### src/rtl/countdown_timer.sv
// countdown_timer: loadable down-counter with one-shot and periodic modes.
//
// Ports:
//   clk        rising-edge clock
//   rst        asynchronous active-high reset
//   load       capture cnt_in as the current count and the reload value
//   enab       decrement qualifier while running
//   reload_en  periodic mode select, sampled at terminal count
//   cnt_in     start / reload value
//   cnt_out    registered current count
//   busy       high while running
//   done       high once a one-shot count has expired
//   tc         one-cycle terminal-count pulse
//
// All outputs come straight from flops or from a decode of the state flop,
// so no input reaches an output combinationally.
module countdown_timer #(
    parameter int WIDTH = 5
) (
    input  logic             clk,
    input  logic             rst,
    input  logic             load,
    input  logic             enab,
    input  logic             reload_en,
    input  logic [WIDTH-1:0] cnt_in,
    output logic [WIDTH-1:0] cnt_out,
    output logic             busy,
    output logic             done,
    output logic             tc
);

    typedef enum logic [1:0] {
        IDLE = 2'd0,
        RUN  = 2'd1,
        DONE = 2'd2
    } state_t;

    state_t           state_q, state_d;
    logic [WIDTH-1:0] cnt_q, cnt_d;
    logic [WIDTH-1:0] reload_q, reload_d;
    logic             tc_q, tc_d;

    always_ff @(posedge clk or posedge rst) begin
        if (rst) begin
            state_q  <= IDLE;
            cnt_q    <= '0;
            reload_q <= '0;
            tc_q     <= 1'b0;
        end else begin
            state_q  <= state_d;
            cnt_q    <= cnt_d;
            reload_q <= reload_d;
            tc_q     <= tc_d;
        end
    end

    always_comb begin
        state_d  = state_q;
        cnt_d    = cnt_q;
        reload_d = reload_q;
        tc_d     = 1'b0;

        if (load) begin
            // load wins over everything, including a terminal count in flight
            cnt_d    = cnt_in;
            reload_d = cnt_in;
            state_d  = (cnt_in != '0) ? RUN : IDLE;
        end else if (state_q == RUN && enab) begin
            if (cnt_q > WIDTH'(1)) begin
                cnt_d = cnt_q - WIDTH'(1);
            end else begin
                // Terminal count. A zero count in RUN cannot occur (a zero
                // load goes to IDLE), so folding it in here only keeps the
                // counter from ever wrapping.
                tc_d = 1'b1;
                if (reload_en) begin
                    cnt_d = reload_q;
                end else begin
                    cnt_d   = '0;
                    state_d = DONE;
                end
            end
        end
    end

    assign cnt_out = cnt_q;
    assign busy    = (state_q == RUN);
    assign done    = (state_q == DONE);
    assign tc      = tc_q;

endmodule
### config.mk
export PLATFORM = sky130hd
export DESIGN_NAME = countdown_timer
export DESIGN_NICKNAME = d
export VERILOG_FILES = /design/src/rtl/countdown_timer.sv
export SDC_FILE = /design/constraint.sdc
export NUM_CORES = 1
export LEC_CHECK = 0
export ABC_AREA = 1
export CAP_MARGIN = 20
export CORE_MARGIN = 2
export CORE_UTILIZATION = 43
export DETAILED_ROUTE_END_ITERATION = 6
export PLACE_DENSITY = 0.73
export SYNTH_ARGS = -nofsm -noshare
export SYNTH_HDL_FRONTEND = slang
export SYNTH_SLANG_ARGS = --single-unit
export TNS_END_PERCENT = 1
### constraint.sdc
create_clock -name clk -period 1.2 [get_ports clk]
set_input_delay 0.24 -clock clk [delete_from_list [all_inputs] [get_ports clk]]
set_output_delay 0.24 -clock clk [all_outputs]
set_load 0.05 [all_outputs]
# Yosys cells after proc, flatten, opt, wreduce, memory -nomap -nowiden
# Cells that the tools add are included.
classes:
  n_addsub: 1
  order_cmp: 1
  n_eq_ne: 4
  mux: 12
  reduce_logical: 4
ops:
  columns: ["cell", "count"]
  rows:
  - ["$mux W5", 4]
  - ["$mux W2", 4]
  - ["$gt A5 B1 Y1 const B", 1]
  - ["$reduce_bool A5 Y1", 1]
  - ["$sub A5 B1 Y5 const B", 1]
  - ["$mux W1", 4]
  - ["$ne A2 B2 Y1 const B", 2]
  - ["$reduce_and A3 Y1", 1]
  - ["$eq A2 B1 Y1 const B", 1]
  - ["$eq A2 B2 Y1 const B", 1]
  - ["$reduce_bool A2 Y1", 1]
  - ["$logic_and A1 B1 Y1", 1]
totals:
  regBits: 13
  input_bits: 10
  out_inout_bits: 8
  word_cells: 26

# Depth between registers and ports, before layout
# Gate-level depths: netlist of the first run.
depth:
  depth_word: 4
  mapped_depth: 9
  mapped_depth_nobuf: 9

# Worst setup path after synthesis of the first run
# Ideal clock, no wire load.
synth_timing:
  kind: "reg-to-reg"
  from: "reg cnt_q[1], in the netlist cnt_out[1]"
  to: "reg cnt_q[1], in the netlist cnt_out[1]"
  setup_time_ps: 124
  arrival_time_ps: 1525
  required_time_ps: 1076
  slack_ps: -449
  path_stages_with_launch: 8
  n_path_buf: 0
  synth_period_minus_slack_ps: 1649
  cell_sequence: "dfrtp_1 > inv_1 > ha_1 > o21bai_2 > nand2_4 > nand2_1 > o21ai_1 > o21bai_1"
synth_between:
  elab_chain_cells: 4
synth_rtl:
  columns: ["item", "line_no", "source"]
  rows:
  - ["start, declared", "39", "logic [WIDTH-1:0] cnt_q, cnt_d;"]
  - ["start signal, assigned", "51", "cnt_q <= cnt_d;"]
  - ["$sub A5 B1 Y5 or $gt A5 B1 Y1 (tied branches)", "70, 69", null]
  - ["$mux W5 (*)", "69", "if (cnt_q > WIDTH'(1)) begin"]
  - ["$mux W5 (*)", "68", "end else if (state_q == RUN && enab) begin"]
  - ["$mux W5 (*)", "63", "if (load) begin"]
# Mark *: on every way between the ends. The rest lies on a longest branch, timed or not. The select of a mux whose other input is x is not followed.
# A chain may end at the register's enable or synchronous reset.

# Final worst setup path of the first run
layout_timing:
  from: "reg state_q[1]"
  to: "out busy"
layout_between:
  elab_chain_cells: 1
layout_rtl:
  columns: ["item", "line_no", "source"]
  rows:
  - ["start, declared", "38", "state_t state_q, state_d;"]
  - ["start signal, assigned", "50", "state_q <= state_d;"]
  - ["$eq A2 B1 Y1", "87", "assign busy = (state_q == RUN);"]
  - ["end, declared", "27", "output logic busy,"]
# No other way between the ends.

==> results by group, run 1 <==
Timing
  – TNS Setup: -838 ps
  – Final worst-path setup slack: -101 ps
  – Least-Margin Pin Slew: 282 ps
  – Pins Over Slew Limit: 0
  – RSZ-0062 raised after global routing: true
  – Relative slew slack: 81.1%
  – Final cycle utilization of the critical path: 108%
  – Fin crit period: 1300 ps
  – Endpoints failing setup: 14
  – Fmax: 769 MHz
  – Final hold violations: 0
  – Worst Skew: 5.26 ps

CTS
  – Largest buffer count on any clock path: 2
  – # hold bufs at CTS: 0
  – Clk Latency, worst-skew pair: 270 ps
  – Worst-path clk slew: 80 ps
  – TritonCTS clock tree: yes
  – Clock Tree Root: clkbuf_4
  – CTS buffer count: 3
  – Clk sink count: 13
  – H-tree depth: 1

Cells and area
  – P&R area growth vs syn: 62.1%
  – NumNets Final: 158
  – Util after Layout: 74.3%
  – Register area: 330 um2
  – Ant diodes: 0
  – Fillers: 140
  – Post-Layout Inst Area: 1300 um2
  – Final std cells w/o fill: 170
  – Multi-input gate area: 444 um2
  – Share of cells above drive strength 1: 35.9%

Global routing
  – Initial antenna violation count: 0
  – First-pass GRT wire length: 3230 um
  – Met1 Use GR: 26.9%
  – Vias in the first global route: 751
  – GR Layer Usage met3: 4.62%
  – Total grt overflow: 0
  – Gr busiest metal: met2
  – Largest net degree at the start of global routing: 16
  – GR Util All Layers: 21.2%
  – Met2 Track Usage GR: 35.9%

Critical path
  – Worst path bufs/invs: 2
  – Max FO, Critical Path: 2
  – Slowest CP cell: dfrtp_1
  – Crit path max-delay family: flip-flops
  – Worst EP arrival: 1060 ps
  – Critical Path RT: 960 ps
  – Critical-path cell list: nor2_4, buf_6, buf_12
  – CP Class: flop to primary output
  – Setup crit start kind: flop
  – Largest stage delay, worst path: 430 ps
  – CP endpoint kind: primary output

Detailed routing
  – Vias per cell: 4.86
  – WL final: 1860 um
  – # DRC: 0
  – Via count: 827
  – Drt first pass iters: 4
  – DR iter-0 viols: 22
  – Wire per inst: 10.9 um
  – Number of antenna-violating nets in the routed design: 0

Synth
  – XOR/XNOR Fraction of Synth Area: 1.10%
  – Multiplexer area fraction after synthesis: 0%
  – Compound-cell area share of the yosys netlist: 7.20%
  – Post-Synth Simple-Gate Area: 37.7%
  – Post-synthesis area per instance: 7.40 um2
  – Flops & latches, synth: 13
  – Share of the synthesized area in the top cell type: 40.7%
  – Top_reg_cell synth: dfrtp_1
  – Syn nets: 120
  – Adder and majority gate portion of the synthesized area: 3.13%
  – Post-synth EDFFs: 0
  – Distinct cells, synth: 23
  – Post-Synthesis Cells: 108
  – YS warnings: 0
  – Share of the yosys chip area belonging to registers: 40.7%
  – Top post-synthesis cells by area: dfrtp_1, nand2_1, inv_1, nand3_1, nor2_1
  – Largest area contributor in the netlist: dfrtp_1
  – Synthesized area: 800 um2
  – Combinational family with the most area after synthesis: simple AND/OR/NAND/NOR gates
  – Ys async rst share: 100%

Pwr
  – Maximum vdd ir drop: 0.814 mV
  – P per Cell Area: 1220 nW/um2
  – Leak Pwr: 0.650 nW

Worst hold path
  – HP Class: primary input to asynchronous set/reset pin

Floorplan
  – Initial core utilization: 45.8%
  – DIE HEIGHT: 47.1 um
  – Core ar.: 1750 um2
  – # IOs: 18
  – Row cnt: 15
  – Die area: 2220 um2
  – Horiz. Die Dim: 47.1 um

Outcome
  – Outcome: finished with violations
  – Failing checks: setup timing

Place
  – Port Buffer Count: 17
  – Detailed Place HPWL: 1460 um
  – RePlAce Congestion: 0.871
  – Dpl cells: 165
  – Placement Cell Area: 1210 um2

Job
  – Max-Cap Viols: 0
final timing paths:
path                             start          end  slack, ps  depth (start not counted)
max                         state_q[1]         busy       -100                          3
min                                rst           tc        250                          3
max reg2reg                 cnt_out[2]   cnt_out[3]       -100                          6
min reg2reg                reload_q[2]  reload_q[2]        490                          2
max in group asynchronous          rst   cnt_out[2]        770                          3
min in group clk           reload_q[2]  reload_q[2]        490                          2
synth_stat cells, types with 2 or more instances:
cell,count
nand3_1,11
inv_1,18
nand2_2,2
nand4_1,3
ha_1,2
nand2_1,30
nor2_1,9
dfrtp_1,13
nor2_4,2
o21ai_0,5
repair_timing:
item / 4_1_cts / 5_1_grt
buffers inserted: 0 / 0
gates resized for setup: 9 / 7
gates cloned: 0 / 1
endpoints found under the setup margin: 14 / 15
pin swaps: 4 / 1
registers in the layout, indices dropped and copies added, names as in the netlist:
name,cells
state_q,2
cnt_out,5
tc,1
reload_q,5
metrics by stage:
step / power [mW] / hold slack [ps] / setup WS [ps]
4_1_cts: 1.57 / 248 / -101
2_1_floorplan: 0.920 / 117 / -182
3_3_place_gp: 1.26 / 463 / -142
6_report: 1.59 / 248 / -101
5_1_grt: 1.70 / 246 / -171
3_5_place_dp: 1.28 / 468 / -189
power by group:
part	internal, mW	total, mW	switching (mW)
combinational	0.371	0.782	0.411
sequential	0.491	0.542	0.0511
clock	0.129	0.262	0.134
total	0.990	1.59	0.596
metal layers:
metal  wire [um]  share of wire (%)
met1         770                 42
met2         965                 52
met3         106                5.7
met4          12               0.65
met5           0                  0
cells by family after synthesis:
kind of cell               Yosys count
AOI/OAI and AO/OA                    9
and+or+nand+nor                     62
DFF                                 13
adders and majority gates            2
xor gates and xnor gates             1
buffers and inverters               21
tightest hold or removal path: stages:
cell,delay [ps]
clkdlybuf4s50_1,390
inv_1,50
buf_4,200
layout make-up:
cell class	count	area share [%]
repair buffers	34	30.3
well taps	25	2.41
multi-input cells	75	34.3
flip-flops and latches	13	25.5
clock buffers	4	2.03
inverters	19	5.50
placed cells by master, fill, tap and decap left out:
master and n:
nor3_4 1, xnor2_1 1, nand2_4 2, o21bai_1 1, clkdlybuf4s50_1 9, dfrtp_2 4
a21oi_2 1, nand3_1 10, nand3b_1 1, nand2_1 29, buf_4 13, buf_6 4
o21ai_1 2, o21bai_4 1, inv_2 5, buf_12 8, nand4_1 3, inv_1 14
o21ai_0 4, nor4_1 1, ha_4 1, clkbuf_4 3, nand3_2 1, dfrtp_1 9
nor2_2 1, nand2_2 3, nor2_1 7, nor2_4 3, ha_2 1, nor3_1 1
clkbuf_1 1
No activity file was read; power rests on OpenSTA's default activity.
==> run 2, diff against run 1 <==
--- a/config.mk
+++ b/config.mk
@@ -8,9 +8,9 @@
 export ABC_AREA = 1
 export CAP_MARGIN = 20
 export CORE_MARGIN = 2
-export CORE_UTILIZATION = 43
+export CORE_UTILIZATION = 48
 export DETAILED_ROUTE_END_ITERATION = 6
-export PLACE_DENSITY = 0.73
+export PLACE_DENSITY = 0.77
 export SYNTH_ARGS = -nofsm -noshare
 export SYNTH_HDL_FRONTEND = slang
 export SYNTH_SLANG_ARGS = --single-unit
==> constraint.sdc (replaced) <==
create_clock -name clk -period 1.3 [get_ports clk]
set_input_delay 0.26 -clock clk [delete_from_list [all_inputs] [get_ports clk]]
set_output_delay 0.26 -clock clk [all_outputs]
set_load 0.05 [all_outputs]
==> run 2 against run 1 <==
Compared with the run above:
- the flow still finishes with violations (setup timing)
- critical path depth up 3
- highest routed layer unchanged
- utilization up 7.9 points
- combinational power fell by 7.4%
- register-to-register slack gained 60 ps
- sequential power decreased by 7.7%
- worst hold slack improved by 45 ps
- wire length is 17% higher
==> results by group, run 2 (synthesis gave the netlist of run 1 again) <==
Timing
  – Worst Skew: 12.5 ps (was 5.26 ps)
  – Fin crit period: 1340 ps
  – Fmax: 746 MHz
  – Endpoints failing setup: 5 (was 14)
  – Relative slew slack: 81.4% (was 81.1%)
  – Pins Over Slew Limit: 0 (unchanged)
  – RSZ-0062 raised after global routing: true (unchanged)
  – Final worst-path setup slack: -39.6 ps (was -101 ps)
  – Least-Margin Pin Slew: 278 ps (was 282 ps)
  – Final cycle utilization of the critical path: 103%
  – Final hold violations: 0 (unchanged)

Floorplan
  – Die area: 2010 um2 (was 2220 um2)
  – Core ar.: 1540 um2 (was 1750 um2)
  – Row cnt: 14 (was 15)
  – DIE HEIGHT: 44.8 um (was 47.1 um)
  – Initial core utilization: 51.9% (was 45.8%)
  – # IOs: 18 (unchanged)
  – Horiz. Die Dim: 44.8 um (was 47.1 um)

Pwr
  – P per Cell Area: 1170 nW/um2 (was 1220 nW/um2)
  – Maximum vdd ir drop: 0.918 mV (was 0.814 mV)
  – Sw frac: 38.9% (was 37.6%)
  – Flop pwr share: 33.7% (was 34.2%)
  – Cell internal pwr: 906 uW (was 990 uW)
  – Leak Pwr: 0.640 nW (was 0.650 nW)
  – Clock share of power: 17.5% (was 16.5%)
  – Sw power: 577 uW (was 596 uW)
  – Total power: 1.48 mW (was 1.59 mW)
  – Combinational power share: 48.8% (was 49.3%)

Critical path
  – Critical Path RT: 1460 ps (was 960 ps)
  – Worst EP arrival: 1500 ps (was 1060 ps)
  – RR Startpoint: cnt_out[0] (was cnt_out[2])
  – CP Class: flop to flop (was flop to primary output)
  – CP endpoint kind: flop (was primary output)
  – Critical path origin: cnt_out[0] (was state_q[1])
  – Setup crit start kind: flop (unchanged)
  – Max FO, Critical Path: 6 (was 2)

Cells and area
  – Post-Layout Inst Area: 1270 um2 (was 1300 um2)
  – Multi-input gate area: 444 um2 (unchanged)
  – Ant diodes: 0 (unchanged)
  – Util after Layout: 82.1% (was 74.3%)
  – NumNets Final: 156 (was 158)
  – Commonest non-fill, non-tap cells in the layout: nand2_1, inv_1, buf_4 (unchanged)
  – Most common cell after layout, fill and taps aside: nand2_1 (unchanged)
  – P&R area growth vs syn: 58.4% (was 62.1%)
  – Share of cells above drive strength 1: 34.3% (was 35.9%)
  – Register area: 330 um2 (unchanged)
  – Fillers: 90 (was 140)

Detailed routing
  – DR iter-0 viols: 41 (was 22)
  – Wire per inst: 13.7 um (was 10.9 um)
  – Via count: 857 (was 827)
  – Vias per cell: 5.39 (was 4.86)
  – Drt first pass iters: 4 (unchanged)
  – # DRC: 0 (unchanged)
  – WL final: 2170 um (was 1860 um)
  – Number of antenna-violating nets in the routed design: 0 (unchanged)

CTS
  – Largest buffer count on any clock path: 2 (unchanged)
  – # hold bufs at CTS: 0 (unchanged)
  – Clk sink count: 13 (unchanged)
  – H-tree depth: 1 (unchanged)
  – Clk Latency, worst-skew pair: 280 ps (was 270 ps)
  – Worst-path clk slew: 90 ps (was 80 ps)
  – TritonCTS clock tree: yes (unchanged)
  – Clock Tree Root: clkbuf_4 (unchanged)
  – CTS buffer count: 3 (unchanged)

Place
  – RePlAce Congestion: 0.824 (was 0.871)
  – Placement Cell Area: 1170 um2 (was 1210 um2)
  – Port Buffer Count: 17 (unchanged)
  – Detailed Place HPWL: 1620 um (was 1460 um)

Outcome
  – Outcome: finished with violations (unchanged)
  – Failing checks: setup timing (unchanged)

Global routing
  – Vias in the first global route: 864 (was 751)
  – Largest net degree at the start of global routing: 14 (was 16)
  – GR Util All Layers: 25.2% (was 21.2%)
  – First-pass GRT wire length: 3570 um (was 3230 um)
  – Initial antenna violation count: 0 (unchanged)
  – Total grt overflow: 0 (unchanged)

Job
  – Max-Cap Viols: 0 (unchanged)

Worst hold path
  – HP Class: primary input to asynchronous set/reset pin (unchanged)
==> run 2: cell types whose count changed in the layout (fill, tap and decap cells not counted), moves of 2 or more <==
cell     before  now
inv_1        14   17
nand3_2       1    3
inv_2         5    2
nand3_1      10    8
nand2_2       3    5
==> run 2: path summary, 6_finish.rpt <==
check                               to  slack (ps)  depth (start not counted)
hold reg to reg            reload_q[1]         480                          2
hold / removal              state_q[0]         290                          3
setup / recovery            cnt_out[2]         -40                          6
setup reg to reg            cnt_out[2]         -40                          6
min in group clk           reload_q[1]         480                          2
max in group asynchronous   cnt_out[2]         810                          3
==> run 2: stage by stage <==
stage / hold WS, ps / setup TNS, ps / setup slack (ps) / cells
2_1_floorplan: 137 / -524 / -81.7 / 108
3_3_place_gp: 457 / -176 / -49.6 / 152
3_5_place_dp: 467 / -389 / -100 / 152
4_1_cts: 289 / -39.9 / -18.1 / 159
5_1_grt: 347 / -537 / -86.1 / 159
6_report: 293 / -81.6 / -39.6 / 159
==> run 2: per-layer routing <==
layer | up-vias | track usage [%] | wire (um)
li1 | 413 | - | -
met1 | 382 | 28.4 | 803
met2 | 49 | 46.4 | 1150
met3 | 13 | 2.80 | 135
met4 | 0 | 12.9 | 85
met5 | - | 0 | 0
==> run 2: power groups by stage <==
| stage | registers, mW | logic, mW | clock network (mW) |
|---|---|---|---|
| 2_1_floorplan | 0.609 | 0.240 | 0 |
| 3_3_place_gp | 0.499 | 0.634 | 0 |
| 3_5_place_dp | 0.505 | 0.656 | 0 |
| 4_1_cts | 0.498 | 0.700 | 0.256 |
| 5_1_grt | 0.503 | 0.770 | 0.275 |
| 6_report | 0.500 | 0.724 | 0.260 |
==> run 2: area by class of cell <==
cell class / instances / area share [%]
clock buffers: 4 / 2.08
inverters: 19 / 5.63
multi-input cells: 75 / 35.1
flip-flops and latches: 13 / 26.1
well taps: 16 / 1.58
repair buffers: 32 / 29.5
==> run 2: worst max-delay path: stages (launching register included) <==
cell	delay (ps)
dfrtp_2	460
ha_4	170
o21bai_4	210
nand2_2	150
nand2_1	70
nand3_1	70
nand3_1	70
==> run 2: timing repair <==
| item | CTS | global route |
|---|---|---|
| buffers inserted | 2 | 0 |
| endpoints found under the setup margin | 7 | 11 |
| resized for setup | 6 | 6 |
| pin swaps | 3 | 4 |
| cloned | 1 | 0 |
